## src/rtl/piso_shift_if.sv

```systemverilog
// Parallel-load / serial-out bus for piso_shift. The done flag exists only
// when PISO_SHIFT_DONE_EN is defined.
interface piso_shift_if #(
  parameter int INPUT_WIDTH = 8
);
  logic                   shift_load;
  logic [INPUT_WIDTH-1:0] data;
  logic                   serial_out;
`ifdef PISO_SHIFT_DONE_EN
  logic                   done;

  modport master (
    output shift_load,
    output data,
    input  serial_out,
    input  done
  );

  modport slave (
    input  shift_load,
    input  data,
    output serial_out,
    output done
  );
`else
  modport master (
    output shift_load,
    output data,
    input  serial_out
  );

  modport slave (
    input  shift_load,
    input  data,
    output serial_out
  );
`endif
endinterface

```

## src/rtl/piso_shift.sv

```systemverilog
// Parallel-in serial-out shifter, LSB-first (SHIFT_LEFT=0) or MSB-first (SHIFT_LEFT=1).
// Optional end-of-word flag 'done' is built when PISO_SHIFT_DONE_EN is defined.
module piso_shift #(
  parameter int   INPUT_WIDTH = 8,
  parameter logic VALUE_PULL  = 1'b1,
  parameter int   SHIFT_LEFT  = 0
) (
  input logic         clk,
  input logic         rst_n,
  piso_shift_if.slave bus
);

  logic [INPUT_WIDTH-1:0] sr_r;
  logic [INPUT_WIDTH-1:0] sr_next_s;

  // Next shift-register value: a load always wins over a shift
  always_comb begin
    sr_next_s = sr_r;
    if (bus.shift_load) begin
      sr_next_s = bus.data;
    end else if (SHIFT_LEFT != 0) begin
      sr_next_s = {sr_r[INPUT_WIDTH-2:0], VALUE_PULL};
    end else begin
      sr_next_s = {VALUE_PULL, sr_r[INPUT_WIDTH-1:1]};
    end
  end

  // Shift register; reset fills it with the pull value so the line idles there
  always_ff @(posedge clk or negedge rst_n) begin
    if (!rst_n) begin
      sr_r <= {INPUT_WIDTH{VALUE_PULL}};
    end else begin
      sr_r <= sr_next_s;
    end
  end

  // Serial bit is taken straight from the register so it tracks async reset
  assign bus.serial_out = (SHIFT_LEFT != 0) ? sr_r[INPUT_WIDTH-1] : sr_r[0];

`ifdef PISO_SHIFT_DONE_EN
  localparam int                 CNT_W   = $clog2(INPUT_WIDTH + 1);
  localparam logic [CNT_W-1:0]   CNT_MAX = CNT_W'(INPUT_WIDTH);
  localparam logic [CNT_W-1:0]   CNT_ONE = CNT_W'(1);

  logic [CNT_W-1:0] cnt_r;
  logic [CNT_W-1:0] cnt_next_s;
  logic             done_r;

  // Shift counter: cleared by load, saturates once every bit has been presented
  always_comb begin
    cnt_next_s = cnt_r;
    if (bus.shift_load) begin
      cnt_next_s = {CNT_W{1'b0}};
    end else if (cnt_r != CNT_MAX) begin
      cnt_next_s = cnt_r + CNT_ONE;
    end else begin
      cnt_next_s = cnt_r;
    end
  end

  // Counter and flag; done is precomputed from the next count to stay registered
  always_ff @(posedge clk or negedge rst_n) begin
    if (!rst_n) begin
      cnt_r  <= CNT_MAX;
      done_r <= 1'b1;
    end else begin
      cnt_r  <= cnt_next_s;
      done_r <= (cnt_next_s == CNT_MAX);
    end
  end

  assign bus.done = done_r;
`endif

endmodule

```

## src/flat_wrapper.sv

```systemverilog
// flat-port wrapper written by rule: the top's interface ports become plain ports
module piso_shift_flat 
#(
  parameter int   INPUT_WIDTH = 8,
  parameter logic VALUE_PULL  = 1'b1,
  parameter int   SHIFT_LEFT  = 0
)
  (clk, rst_n, bus_shift_load, bus_data, bus_serial_out);
  piso_shift_if #(.INPUT_WIDTH(INPUT_WIDTH)) bus_i ();
  input logic clk;
  input logic rst_n;
  input wire logic [$bits(bus_i.shift_load)-1:0] bus_shift_load;
  input wire logic [$bits(bus_i.data)-1:0] bus_data;
  output wire logic [$bits(bus_i.serial_out)-1:0] bus_serial_out;
  assign bus_i.shift_load = bus_shift_load;
  assign bus_i.data = bus_data;
  assign bus_serial_out = bus_i.serial_out;
  piso_shift #(.INPUT_WIDTH(INPUT_WIDTH), .VALUE_PULL(VALUE_PULL), .SHIFT_LEFT(SHIFT_LEFT)) u_core (.clk(clk), .rst_n(rst_n), .bus(bus_i));
endmodule
```

## config.mk

```make
export PLATFORM = sky130hd
export DESIGN_NAME = piso_shift_flat
export DESIGN_NICKNAME = d
export VERILOG_FILES = /design/src/rtl/piso_shift_if.sv /design/src/rtl/piso_shift.sv /design/src/flat_wrapper.sv
export SDC_FILE = /design/constraint.sdc
export NUM_CORES = 1
export LEC_CHECK = 0
export ABC_AREA = 0
export CAP_MARGIN = 20
export CELL_PAD_IN_SITES_DETAIL_PLACEMENT = 0
export CELL_PAD_IN_SITES_GLOBAL_PLACEMENT = 1
export CORE_AREA = 4 4 41 43
export DETAILED_ROUTE_END_ITERATION = 10
export DIE_AREA = 0 0 45 47
export PLACE_DENSITY = 0.57
export SYNTH_ARGS = -nofsm -noshare
export SYNTH_HDL_FRONTEND = slang
export SYNTH_SLANG_ARGS = --single-unit
export TNS_END_PERCENT = 20
```

## constraint.sdc

```tcl
create_clock -name clk -period 0.8 [get_ports clk]
set_input_delay 0.16 -clock clk [delete_from_list [all_inputs] [get_ports clk]]
set_output_delay 0.16 -clock clk [all_outputs]
set_load 0.05 [all_outputs]
```

-- Yosys cells after proc, flatten, opt, wreduce, memory -nomap -nowiden
Cells that the tools add are included.
- register bits after elaboration: 8
- output and inout bits: 1
- logic and storage cells: 2
- multiplexer cells: 1
- operators by type and width (kind ; number):
    8-bit two-way mux ; 1

-- Longest topological paths before layout
- word-level depth: 1
- depth in mapped cells: 2
- depth with buffers taken out: 1

-- Worst setup path before layout
No wires, ideal clock.
- kind: reg-to-output
- start point: register u_core.sr_r[0]
- end point: output bus_serial_out
- arrival: 656 ps
- required time: 640 ps
- slack: -16 ps
- stages on the path, launching flop included: 1
- cell sequence: dfstp_2
- RTL lines (what ; RTL line ; text):
    start: declaration ; piso_shift.sv:13 ; logic [INPUT_WIDTH-1:0] sr_r;
    start signal: assignment ; piso_shift.sv:31 ; sr_r <= {INPUT_WIDTH{VALUE_PULL}};
    start signal: assignment ; piso_shift.sv:33 ; sr_r <= sr_next_s;
    end: declaration ; flat_wrapper.sv:14 ; output wire logic [$bits(bus_i.serial_out)-1:0] bus_serial_out;
No word-level cell between the ends.

-- Worst setup path after layout
- start point: register u_core.sr_r[0]
- end point: output bus_serial_out
No word-level cell between the ends.

==> key figures <==
Status
  • Status: complete, but fails checks
  • Failing checks: negative setup slack

Cells and area
  • Layout cell share with drive strength beyond 1: 65.6%
  • Max reg flops: 8
  • Nets: 45
  • Finished Cell Area: approximately 520 um2
  • ANT cells: 0
  • Fin util: 40.1%
  • # fillers: 130
  • Regs by FF count: u_core.sr_r x8
  • Largest Register: u_core.sr_r
  • Area Growth Syn to Fin: 56.8%

Floorplan
  • Die X: between 40 and 50 um
  • Core ar.: between 1000 and 1500 um2
  • Row cnt: 13
  • I/O pins: 12
  • Die area: 2120 um2
  • Starting density of the core: approximately a quarter
  • Die Y: between 40 and 50 um

Worst setup path
  • Reg2reg path depth: 1
  • Startpoint Class: flop
  • Critical Path End: bus_serial_out
  • Worst setup path class: flop to primary output
  • Critical path buffers and inverters: 1
  • R2R setup slack: around 100 ps
  • Crit path launch: u_core.sr_r[0]
  • WP data required: 640 ps
  • Crit path depth: 1
  • Worst R2R End: u_core.sr_r[6]
  • Worst setup EP type: primary output
  • CP max FO: 1
  • Crit-path leading delay family: flip-flops
  • R2R Path Start: u_core.sr_r[7]
  • Slowest stage cell, crit path: dfstp_2
  • Cell Chain, Critical Path: buf_12
  • Arrival time at the worst endpoint: about 910 ps
  • Max incr delay on CP: 540 ps

Timing
  • Normalized max-slew margin: between 90 and 100%
  • Worst Tran Pin Value: ~120 ps
  • RSZ-0062 raised after global routing: yes
  • Worst hold slack: 357 ps
  • Fin. max-slew vios: 0
  • Setup Skew: 2.12 ps
  • Setup slack after layout: -274 ps
  • Fin. Hold Viols: 0
  • Period utilisation layout: 134%
  • Peak Freq: roughly 930 MHz
  • Fin crit period: 1070 ps
  • Final setup violation count: 1

Clock network
  • Root buffer cell: clkbuf_4
  • Worst skew pair latency: between 200 and 250 ps
  • Inserted Clock Buffers: 3
  • CTS clk-pin slew, worst paths: around 50 ps
  • Clock Sinks: 8
  • Clk buf depth: 2
  • H-tree Lvls: 1
  • Post-CTS Setup Inserts: 0
  • Hold-fix buffers, CTS: 0
  • CTS tree: done

Placed design
  • HPWL Detailed: about 380 um
  • Placer Congestion: ~0.65
  • Dpl ws: -393 ps
  • I/O Buffers: 11
  • Post-DP Area: 500 um2

Routing
  • DR iter-0 viols: 3
  • Wire per inst: about 11 um
  • DRC violations left: 0
  • Antenna-violating nets left: 0
  • Routed vias/inst: about 4.0
  • Vias: 189
  • TritonRoute pass-1 iters: 2
  • DRT Wirelength: between 500 and 600 um

Logic synthesis
  • Syn_area_per_cell: between 15 and 20 um2
  • Synth Warn #: 0
  • Seq/Total Area, Yosys: between 60% and 70%
  • Synthesized instance count: 17
  • Yosys reg bits: 8
  • Post-Syn Area: about 330 um2
  • Synthesized Nets: 28
  • Cell variety after synth: 4

Pwr
  • Worst ir drop on vdd: 0.967 mV
  • PD cells: ~1800 nW/um2
  • Leak pwr: between 0.0002 and 0.00025 uW
  • Design Power: 954 uW

Run
  • Max Cap Viol: 0

Global route
  • Total GRT Usage: under 10%
  • First-pass GRT wire length: 931 um
  • Largest net degree at the start of global routing: 9
  • Initial antenna violation count: 0
  • Total gr overflow: 0
  • Vias in the first global route: 230

Min path
  • Hold Crit Class: input port to flop
## cell usage after synthesis
library cell | count | area [um2]
nand2b_1 | 1 | 6.26
buf_6 | 1 | 11.3
dfstp_2 | 8 | 210
mux2_4 | 7 | 105
## per-layer routing
layer | up-vias | routed length [um] | global-route usage (%)
li1 | 89 | - | -
met1 | 91 | 210 | 6.84
met2 | 9 | 241 | 9.04
met3 | 0 | 66 | 6.51
met4 | 0 | 0 | 3.51
met5 | - | 0 | 0
## worst min path at each step
stage | startpoint | end | slack, ps | cells past startpoint
6_report | bus_shift_load | u_core.sr_r[7] | 360 | 3
5_1_grt | bus_shift_load | u_core.sr_r[7] | 360 | 3
2_1_floorplan | rst_n | u_core.sr_r[0] | 10 | 0
4_1_cts | bus_shift_load | u_core.sr_r[7] | 350 | 3
3_3_place_gp | u_core.sr_r[4] | u_core.sr_r[3] | 610 | 1
3_5_place_dp | u_core.sr_r[4] | u_core.sr_r[3] | 610 | 1
## layout by cell type (no fill, tap or decap)
master and count:
buf_12 3, clkbuf_4 3, clkdlybuf4s50_1 9, dfstp_2 8
dlygate4sd2_1 1, mux2_4 7, nand2b_1 1
## cell families (layout without fill, tap and decap cells)
kind of cell / count (synthesis) / after routing / synth area share, %
buffers and inverters: 1 / 16 / 3.38
DFF: 8 / 8 / 63.2
muxes: 7 / 7 / 31.6
and+or+nand+nor: 1 / 1 / 1.88
## area by class of cell
| type | instances | area [um2] | share of cell area [%] |
|---|---|---|---|
| Sequential cell | 8 | 210 | 40.3 |
| Timing Repair Buffer | 13 | 159 | 30.5 |
| Multi-Input combinational cell | 8 | 111 | 21.3 |
| Clock buffer | 3 | 22.5 | 4.32 |
| Tap cell | 15 | 18.8 | 3.60 |
## through the flow
| step | TNS [ps] | cells |
|---|---|---|
| after floorplan | -15.5 | 17 |
| after global placement | -2870 | 44 |
| after detailed placement | -2890 | 44 |
| after CTS | -291 | 47 |
| after global routing | -302 | 47 |
| final | -274 | 47 |
## timing repair
item,4_1_cts,5_1_grt
pin swaps,0,0
gates resized for setup,1,0
endpoints found under the setup margin,8,1
## power breakdown
group / internal [uW] / switching [uW] / total [uW]
combinational: 130 / 56.7 / 187
sequential: 468 / 12.6 / 481
clock: 170 / 117 / 287
Note: power is estimated with default switching activity, not from simulation.
